File: src/rtl/store_pack_buffer.sv
// Store-side pack buffer: narrows a register operand to byte/half/word, places it on
// little-endian byte lanes with strobes, and queues it in a FIFO drained by valid/ready.
module store_pack_buffer #(
  parameter int DEPTH = 4,
  parameter int PTR_W = 2
) (
  input  logic             clk,
  input  logic             rst,
  input  logic             st_valid,
  output logic             st_ready,
  input  logic [31:0]      st_addr,
  input  logic [31:0]      st_data,
  input  logic [1:0]       st_size,
  output logic             mem_valid,
  input  logic             mem_ready,
  output logic [31:0]      mem_addr,
  output logic [31:0]      mem_wdata,
  output logic [3:0]       mem_wstrb,
  output logic             align_err,
  output logic             sb_empty,
  output logic [PTR_W:0]   sb_count
);

  localparam logic [PTR_W:0] FULL = (PTR_W+1)'(DEPTH);

  logic [31:0]      addr_q  [DEPTH];
  logic [31:0]      wdata_q [DEPTH];
  logic [3:0]       strb_q  [DEPTH];
  logic [PTR_W-1:0] wr_ptr, rd_ptr;
  logic [PTR_W:0]   count;
  logic             err_q;

  logic [31:0] pk_data;
  logic [3:0]  pk_strb;
  logic        pk_err;
  logic [1:0]  off;
  logic        accept, enq, deq;

  assign off = st_addr[1:0];

  always_comb begin
    pk_data = '0;
    pk_strb = '0;
    pk_err  = 1'b0;
    case (st_size)
      2'b00: begin
        pk_data = {4{st_data[7:0]}};
        pk_strb = 4'b0001 << off;
      end
      2'b01: begin
        pk_data = {2{st_data[15:0]}};
        pk_strb = off[1] ? 4'b1100 : 4'b0011;
        pk_err  = off[0];
      end
      2'b10: begin
        pk_data = st_data;
        pk_strb = 4'b1111;
        pk_err  = (off != 2'b00);
      end
      default: pk_err = 1'b1;
    endcase
  end

  // st_ready comes only from count, so a full buffer never takes a request even
  // when the head is draining in the same cycle.
  assign st_ready  = (count != FULL);
  assign mem_valid = (count != '0);
  assign accept    = st_valid & st_ready;
  assign enq       = accept & ~pk_err;
  assign deq       = mem_valid & mem_ready;

  always_ff @(posedge clk) begin
    if (rst) begin
      wr_ptr <= '0;
      rd_ptr <= '0;
      count  <= '0;
      err_q  <= 1'b0;
    end else begin
      err_q <= accept & pk_err;
      if (enq) wr_ptr <= wr_ptr + 1'b1;
      if (deq) rd_ptr <= rd_ptr + 1'b1;
      case ({enq, deq})
        2'b10:   count <= count + 1'b1;
        2'b01:   count <= count - 1'b1;
        default: count <= count;
      endcase
    end
  end

  // Entry storage needs no reset: outputs are masked whenever the FIFO is empty.
  always_ff @(posedge clk) begin
    if (enq) begin
      addr_q[wr_ptr]  <= {st_addr[31:2], 2'b00};
      wdata_q[wr_ptr] <= pk_data;
      strb_q[wr_ptr]  <= pk_strb;
    end
  end

  assign mem_addr  = mem_valid ? addr_q[rd_ptr]  : '0;
  assign mem_wdata = mem_valid ? wdata_q[rd_ptr] : '0;
  assign mem_wstrb = mem_valid ? strb_q[rd_ptr]  : '0;
  assign align_err = err_q;
  assign sb_empty  = (count == '0);
  assign sb_count  = count;

endmodule
File: config.mk
export PLATFORM = sky130hd
export DESIGN_NAME = store_pack_buffer
export DESIGN_NICKNAME = d
export VERILOG_FILES = /design/src/rtl/store_pack_buffer.sv
export SDC_FILE = /design/constraint.sdc
export NUM_CORES = 1
export LEC_CHECK = 0
export ABC_AREA = 1
export BUFFER_PORTS_ARGS = -buffer_cell sky130_fd_sc_hd__buf_2
export CAP_MARGIN = 15
export CORE_MARGIN = 10
export CORE_UTILIZATION = 55
export CTS_CLUSTER_DIAMETER = 100
export DETAILED_ROUTE_END_ITERATION = 8
export PLACE_DENSITY = 0.88
export SLEW_MARGIN = 10
export SYNTH_ARGS = -nofsm -noshare
export SYNTH_HDL_FRONTEND = slang
export SYNTH_SLANG_ARGS = --single-unit
export TNS_END_PERCENT = 100
File: constraint.sdc
create_clock -name clk -period 6 [get_ports clk]
set_clock_uncertainty 0.2 [all_clocks]
set_input_delay 1.2 -clock clk [delete_from_list [all_inputs] [get_ports clk]]
set_output_delay 1.2 -clock clk [all_outputs]
set_load 0.02 [all_outputs]
==> out/metrics.cfg, run 1 <==
[sta]
period_needed_ns=4.62
period_share_pct=77.1
timing.hold.ws_ns=0.308
relSlewSlack_pct=32.4
worst-slew-pin-transition_ns=1.01
slew_viol_final=0
max_freq_mhz=216
tns_ns=0
fin_ws_ns=1.38
final-hold-violation-count=0
rsz0062_at_grt=false
setup_viol_count_final=0

[worst_setup_path]
rr_endpoint=addr_q[0][27]$_DFFE_PP_
cp.depth=5
reg2reg_from=sb_count[1]$_SDFFE_PP0P_
reg2reg_slack_ns=3.29
path_cells=clkinv_2 > buf_4 > o21ai_0 > a21oi_1 > buf_2
slowest_delay_ns=0.79
endpoint=mem_wdata[9]
crit_required_ns=4.60
crit_buf_inv=3
r2r_cells=7
cp_slowest_cell=dfxtp_4
start_kind=flip-flop
end_kind=output port
crit_arrival_ns=3.22
cp_top_family=buffers and inverters
worstSetupPathType=flip-flop to output port
crit_path_max_fanout=90

[pwr]
clock_power_share_pct=28.7
p_int_mw=3.64
report.power.total_mw=5.69
seqPwrFrac_pct=39.8
switching_share_pct=36.1
p_comb_share_pct=31.5
cellPowerDensity_nw_per_um2=440
p_leak_nw=4.83
switchingPower_mw=2.05
vdd_drop_max_uv=577

[routing]
routed_via_density=5.59
drt-initial-drc-count=756
post_drt_wl_per_cell_um=19.4
drc=0
vias=7698
ant_nets=0
wirelength_mm=26.7
drt-pass1-iter-count=5

[synth]
synth_compound_area_share_pct=9.90
ys_types=24
yosys_warnings=0
synthCells=960
yosys.area.top_type_share_pct=70.6
synth_top_family_by_area=simple AND/OR/NAND/NOR gates
synth_area_leaders=edfxtp_1 71%, nor2_1 9.6%, o21ai_0 4.5%
avgSynthCellArea_um2=11.7
yosys.area.top_type=edfxtp_1
ys_seq_area_share_pct=72.4
synth-simple-area-share_pct=12.8
synth_xor_area_share_pct=0.0780
synth_edf_count=264
ys.flop_type=edfxtp_1
yosysMostFrequentCell=nor2_1
yosys-top-cells-count=288 x nor2_1, 264 x edfxtp_1, 101 x o21ai_0
async_flop_share_pct=0
synthAdderAreaFrac_pct=0.736
muxShareOfSynthArea_pct=0
syn_area_um2=11200
ys_ff_latch=274

[global_route]
antenna_found_initial=1
grt_use_met3_pct=3.59
grtUsageMet2_pct=32.7
grt_use_met1_pct=23.7
grt_pass1_vias=7578
grt_use_total_pct=19.2
grt_overflow_total=0
busiest_layer=met2
grt_max_degree=91
grt_first_pass_wirelength_mm=40.8

[placement]
dp_hpwl_mm=16.1
numPortBuffers=142
gp_congestion=0.925
pre_cts_ws_ns=1.88
dp.cells=1328
place_area_um2=12100

[clock_tree]
cts_tree=done
clk_latency_ns=0.52
clk_pin_slew_worst_paths_ns=0.06
cts_max_level=1
ctsResizeCount=0
hold_buffers=0
cts_setup_buffers=0
cts-root-buf=clkbuf_16
cts_buffer_depth=3
cts_num_sinks=274
numCtsBuffers=27

[die]
dieArea_um2=26500
die_h_um=163
die_w_um=163
coreArea_um2=20200
io_pins=145
row_count=52
start_util_pct=55.6

[layout]
multi_input_comb_area_um2=2670
syn_to_final_growth_pct=15.3
seq_area_um2=8130
fillers=1457
fin_util_pct=64.2
layout-drive-gt1-share_pct=19.2
stdcell_count=1378
postLayoutCellArea_um2=12900
final_nets=1163

[flow_run]
maxCapViolations=0

[min_path]
holdPathStages=2
hp-class=flip-flop to flip-flop

[outcome]
status=finished, final reports clean

final cells by class:
class	instances	area share, %
Clock inverter	11	0.841
Clock buffer	38	5.85
Tap cell	270	2.61
Timing Repair Buffer	152	6.17
Antenna cell	1	0.0193
Sequential cell	274	62.8
Multi-Input combinational cell	597	20.6
Inverter	35	1.04
logic make-up after synthesis:
logic type,after synthesis
flops,274
buf+inv,90
simple gates,366
compound gates,222
other cells,1
fa+ha+maj,6
xor+xnor,1
cell usage in the layout (no fill, tap or decap):
cell type / synthesis / final
clkbuf_8: 0 / 4
diode_2: 0 / 1
bufinv_16: 0 / 2
fa_1: 1 / 1
o21ai_1: 48 / 48
a21oi_1: 73 / 73
dfxtp_1: 10 / 8
nand2_2: 3 / 3
nor2_4: 3 / 7
clkbuf_16: 0 / 27
nand3_1: 19 / 19
nand2_1: 51 / 51
clkinv_2: 0 / 9
inv_4: 1 / 1
inv_6: 0 / 1
edfxtp_1: 264 / 264
dfxtp_2: 0 / 1
dfxtp_4: 0 / 1
o21ai_0: 101 / 101
conb_1: 1 / 2
inv_1: 30 / 30
or2_2: 1 / 1
inv_2: 4 / 3
buf_4: 15 / 9
ha_1: 5 / 5
nor2_1: 288 / 284
nor3_1: 1 / 1
buf_12: 0 / 1
buf_2: 17 / 142
clkbuf_1: 11 / 7
xor2_1: 1 / 1
flip-flops by register name (all words and copies together) (netlist names), named ones only:
name / flops
wdata_q: 128
align_err: 1
addr_q: 120
sb_count: 3
rd_ptr: 2
wr_ptr: 2
strb_q: 16
power groups by stage:
stage | combinational, mW | clock, mW | sequential [mW]
floorplan | 1.25 | 0 | 2.27
global placement | 1.77 | 0 | 2.30
detailed placement | 1.80 | 0 | 2.30
CTS | 1.81 | 1.65 | 2.26
global route | 1.96 | 1.73 | 2.27
finish | 1.79 | 1.63 | 2.26
worst min-delay path by stage:
stage,startpoint,end,slack (ns)
floorplan,rd_ptr[1]$_SDFFE_PP0P_,flip-flop,0.26
global placement,rd_ptr[1]$_SDFFE_PP0P_,flip-flop,0.27
detailed placement,rd_ptr[0]$_SDFFE_PP0P_,flip-flop,0.29
CTS,rd_ptr[0]$_SDFFE_PP0P_,flip-flop,0.31
global route,rd_ptr[0]$_SDFFE_PP0P_,rd_ptr[0]$_SDFFE_PP0P_,0.34
finish,rd_ptr[0]$_SDFFE_PP0P_,flip-flop,0.31
per-layer routing:
metal	vias to the layer above	share of wire, %
li1	3586	-
met1	3703	39
met2	345	51
met3	64	7.6
met4	0	2.9
met5	-	0
worst register-to-register path, cell delays in order, from the launching register on:
cell	delay [ns]
dfxtp_1	0.37
nor2_1	0.09
nand2_1	0.08
nand2_1	0.13
nor2_4	0.17
inv_2	0.12
nor2_4	0.75
buf_4	0.46
Power figures use the tool's default switching activity.
==> run 2: changes to the inputs <==
clock period = 4.8 ns   (was 6 ns; I/O delays follow)
==> out/metrics.cfg, run 2 (synthesis gave the netlist of run 1 again) <==
[worst_setup_path]
crit_path_max_fanout=98
end_kind=output port
crit_arrival_ns=2.92
worstSetupPathType=flip-flop to output port
start_kind=flip-flop
crit_required_ns=3.64

[layout]
final_nets=1166
fin_util_pct=64.4
largest_reg_flops=128
layout-drive-gt1-share_pct=18.8
seq_area_um2=8130
fillers=1449
multi_input_comb_area_um2=2670
syn_to_final_growth_pct=15.7
regMostFlops=wdata_q
layout_common_cells=284 x nor2_1, 264 x edfxtp_1, 142 x buf_2
stdcell_count=1379
final_common_cell=nor2_1
reg_top3=wdata_q: 128 flops, addr_q: 120 flops, strb_q: 16 flops

[sta]
slew_viol_final=0
period_share_pct=85.0
relSlewSlack_pct=31.9
worst-slew-pin-transition_ns=1.02
setup_viol_count_final=0
rsz0062_at_grt=false
period_needed_ns=4.08
final-hold-violation-count=0
tns_ns=0
max_freq_mhz=245

[pwr]
cellPowerDensity_nw_per_um2=552
p_leak_nw=4.83
vdd_drop_max_uv=592

[clock_tree]
clk_latency_ns=0.53
hold_buffers=0
cts_max_level=1
cts_tree=done
cts_buffer_depth=3
cts_num_sinks=274
clk_pin_slew_worst_paths_ns=0.06
cts-root-buf=clkbuf_16
ctsResizeCount=0
numCtsBuffers=27
cts_setup_buffers=0

[placement]
dp_hpwl_mm=16.1
gp_congestion=0.873
numPortBuffers=142
dp.cells=1331

[routing]
vias=7801
routed_via_density=5.66
ant_nets=0
post_drt_wl_per_cell_um=19.7
drc=0
wirelength_mm=27.2
drt-initial-drc-count=812
drt-pass1-iter-count=5

[flow_run]
maxCapViolations=0

[global_route]
antenna_found_initial=3
grt_use_total_pct=19.7
grt_pass1_vias=7991
grt_overflow_total=0
grt_max_degree=99
grt_first_pass_wirelength_mm=41.8

[die]
coreArea_um2=20200
dieArea_um2=26500
io_pins=145
die_w_um=163
die_h_um=163
row_count=52
start_util_pct=55.6

[min_path]
hp-class=flip-flop to flip-flop

[outcome]
status=finished, final reports clean

[run 2: cell count changes in the layout (fill, tap and decap cells not counted), sizes merged]
cell,delta
clkinvlp,+2
clkbuf,-7
clkinv,+1
diode,+1
buf,+3
bufinv,+2
inv,-1
[run 2: worst max-delay path, stage by stage, from the launching register on]
cell and delay [ns]:
dfxtp_4 0.62, buf_4 0.87, nor2_1 0.14, nor2_1 0.15
o21ai_0 0.14, a21oi_1 0.22, buf_2 0.20
[run 2: final cells by class]
class / instances / area share (%)
diodes: 2 / 0.0385
clock buffers: 31 / 5.32
clock inverters: 15 / 1.32
inverters: 35 / 1.04
multi-input cells: 597 / 20.6
flip-flops and latches: 274 / 62.6
well taps: 270 / 2.60
repair buffers: 155 / 6.51
[run 2: worst paths after layout]
| kind | start | to | slack, ns | cells past startpoint |
|---|---|---|---|---|
| max reg2reg | sb_count[1]$_SDFFE_PP0P_ | sb_count[2]$_SDFFE_PP0P_ | 2.46 | 12 |
| max | flip-flop | mem_addr[18] | 0.72 | 6 |
| min reg2reg | rd_ptr[1]$_SDFFE_PP0P_ | flip-flop | 0.29 | 2 |
| min | rd_ptr[1]$_SDFFE_PP0P_ | flip-flop | 0.29 | 2 |
[run 2: metrics by stage]
step | hold slack [ns] | power, mW | setup WS (ns) | area [um^2]
floorplan | 0.264 | 4.40 | -0.289 | 11200
CTS | 0.294 | 7.20 | 0.731 | 13000
global route | 0.316 | 7.52 | 0.471 | 13000
finish | 0.293 | 7.17 | 0.722 | 13000
global placement | 0.279 | 5.10 | 1.37 | 12100
detailed placement | 0.285 | 5.15 | 1.35 | 12100
[run 2: per-layer routing]
metal | vias to the layer above | track usage, % | routed length, um | share of wire [%]
li1 | 3600 | - | - | -
met1 | 3714 | 24.3 | 10200 | 37
met2 | 404 | 34.1 | 13800 | 51
met3 | 81 | 3.29 | 2300 | 8.5
met4 | 2 | 7.87 | 908 | 3.3
met5 | - | 0 | 13 | 0.048
[run 2: where the power goes]
part | leakage (nW) | switching (mW) | internal, mW
Combinational | 1.92 | 1.67 | 0.625
Clock | 0.413 | 0.837 | 1.23
Sequential | 2.49 | 0.0682 | 2.74
==> run 3: changes to the inputs <==
clock period = 3.9 ns   (was 4.8 ns; I/O delays follow)
==> out/metrics.cfg, run 3 (synthesis gave the netlist of run 1 again) <==
[outcome]
status=finished, final reports clean

[placement]
dp_hpwl_mm=16.3
place_area_um2=12200
gp_congestion=0.910
dp.cells=1334
numPortBuffers=142

[layout]
largest_reg_flops=128
syn_to_final_growth_pct=15.5
stdcell_count=1378
n_antenna_cell=0
layout_common_cells=284 x nor2_1, 264 x edfxtp_1, 142 x buf_2
fin_util_pct=64.3
final_nets=1169
postLayoutCellArea_um2=13000
fillers=1479
reg_top3=wdata_q: 128 flops, addr_q: 120 flops, strb_q: 16 flops
final_common_cell=nor2_1
regMostFlops=wdata_q
layout-drive-gt1-share_pct=18.9

[clock_tree]
cts_buffer_depth=3
cts_max_level=1
cts-root-buf=clkbuf_16
clk_pin_slew_worst_paths_ns=0.06
cts_tree=done
cts_num_sinks=274
ctsResizeCount=0
numCtsBuffers=27
hold_buffers=0
clk_latency_ns=0.52
cts_setup_buffers=0

[pwr]
p_int_mw=5.54
p_comb_share_pct=33.4
clock_power_share_pct=27.4
seqPwrFrac_pct=39.3
switching_share_pct=36.3
switchingPower_mw=3.16
cellPowerDensity_nw_per_um2=671
p_leak_nw=4.83
vdd_drop_max_uv=768

[routing]
ant_nets=0
routed_via_density=5.57
post_drt_wl_per_cell_um=19.4
drt-pass1-iter-count=5
drc=0
wirelength_mm=26.7
drt-initial-drc-count=772
vias=7682

[sta]
period_needed_ns=3.30
setup_viol_count_final=0
rsz0062_at_grt=false
worst-slew-pin-transition_ns=0.857
max_freq_mhz=303
slew_viol_final=0
period_share_pct=84.5
final-hold-violation-count=0
timing.hold.ws_ns=0.273
relSlewSlack_pct=42.9

[die]
dieArea_um2=26500
io_pins=145
die_h_um=163
start_util_pct=55.6
die_w_um=163
coreArea_um2=20200
row_count=52

[worst_setup_path]
start_kind=flip-flop
worstSetupPathType=flip-flop to output port
crit_path_max_fanout=68
end_kind=output port
crit_arrival_ns=2.32
crit_required_ns=2.92

[global_route]
grt_first_pass_wirelength_mm=41.3
antenna_found_initial=1
grt_use_total_pct=19.5
grt_max_degree=133
grt_overflow_total=0
grt_pass1_vias=7964

[flow_run]
maxCapViolations=0

[min_path]
hp-class=input port to flip-flop

## run 3: changes by cell type in the layout (fill, tap and decap cells not counted), sizes merged
| cell | previous run | this run |
|---|---|---|
| buf | 155 | 158 |
| bufinv | 4 | 2 |
| clkinv | 10 | 12 |
| clkinvlp | 2 | 0 |
| diode | 2 | 0 |
## run 3: power groups by stage
stage / Clock (mW) / Sequential (mW) / Combinational, mW
6_report: 2.38 / 3.42 / 2.90
5_1_grt: 2.52 / 3.42 / 3.16
4_1_cts: 2.41 / 3.42 / 2.92
3_5_place_dp: 0 / 3.48 / 2.90
3_3_place_gp: 0 / 3.47 / 2.84
2_1_floorplan: 0 / 3.49 / 1.93
## run 3: through the flow
step / total power [mW] / setup slack [ns] / setup TNS, ns
floorplan: 5.42 / -1.01 / -266.26
global placement: 6.31 / 0.890 / 0
detailed placement: 6.38 / 0.811 / 0
CTS: 8.75 / 0.598 / 0
global route: 9.11 / 0.407 / 0
finish: 8.70 / 0.604 / 0
## run 3: final cells by class
| cell class | count | area [um^2] | area share [%] |
|---|---|---|---|
| sequential | 274 | 8130 | 62.7 |
| inverter | 35 | 135 | 1.04 |
| clock buffer | 31 | 691 | 5.33 |
| tap | 270 | 338 | 2.61 |
| clock inverter | 13 | 106 | 0.820 |
| timing repair buffer | 158 | 893 | 6.89 |
| multi-input combinational | 597 | 2670 | 20.6 |
## run 3: worst paths after layout
| kind | to | slack [ns] | startpoint | cells past startpoint |
|---|---|---|---|---|
| hold reg to reg | flip-flop | 0.29 | rd_ptr[1]$_SDFFE_PP0P_ | 2 |
| hold / removal | addr_q[0][13]$_DFFE_PP_ | 0.27 | st_addr[15] | 1 |
| setup reg to reg | sb_count[2]$_SDFFE_PP0P_ | 1.54 | sb_count[1]$_SDFFE_PP0P_ | 12 |
| setup / recovery | mem_wdata[14] | 0.60 | flip-flop | 5 |
## run 3: worst max-delay path, stage by stage (launching register included)
cell      delay, ns
dfxtp_4        0.36
clkinv_2       0.39
buf_12         0.38
o21ai_0        0.29
a21oi_1        0.15
buf_2          0.20
## run 3: per-layer routing
layer / up-vias / wire length [um] / global-route usage, %
met5: - / 13 / 0
met1: 3740 / 10500 / 24.0
met3: 43 / 1850 / 3.39
met4: 2 / 597 / 6.93
li1: 3596 / - / -
met2: 301 / 13700 / 33.9
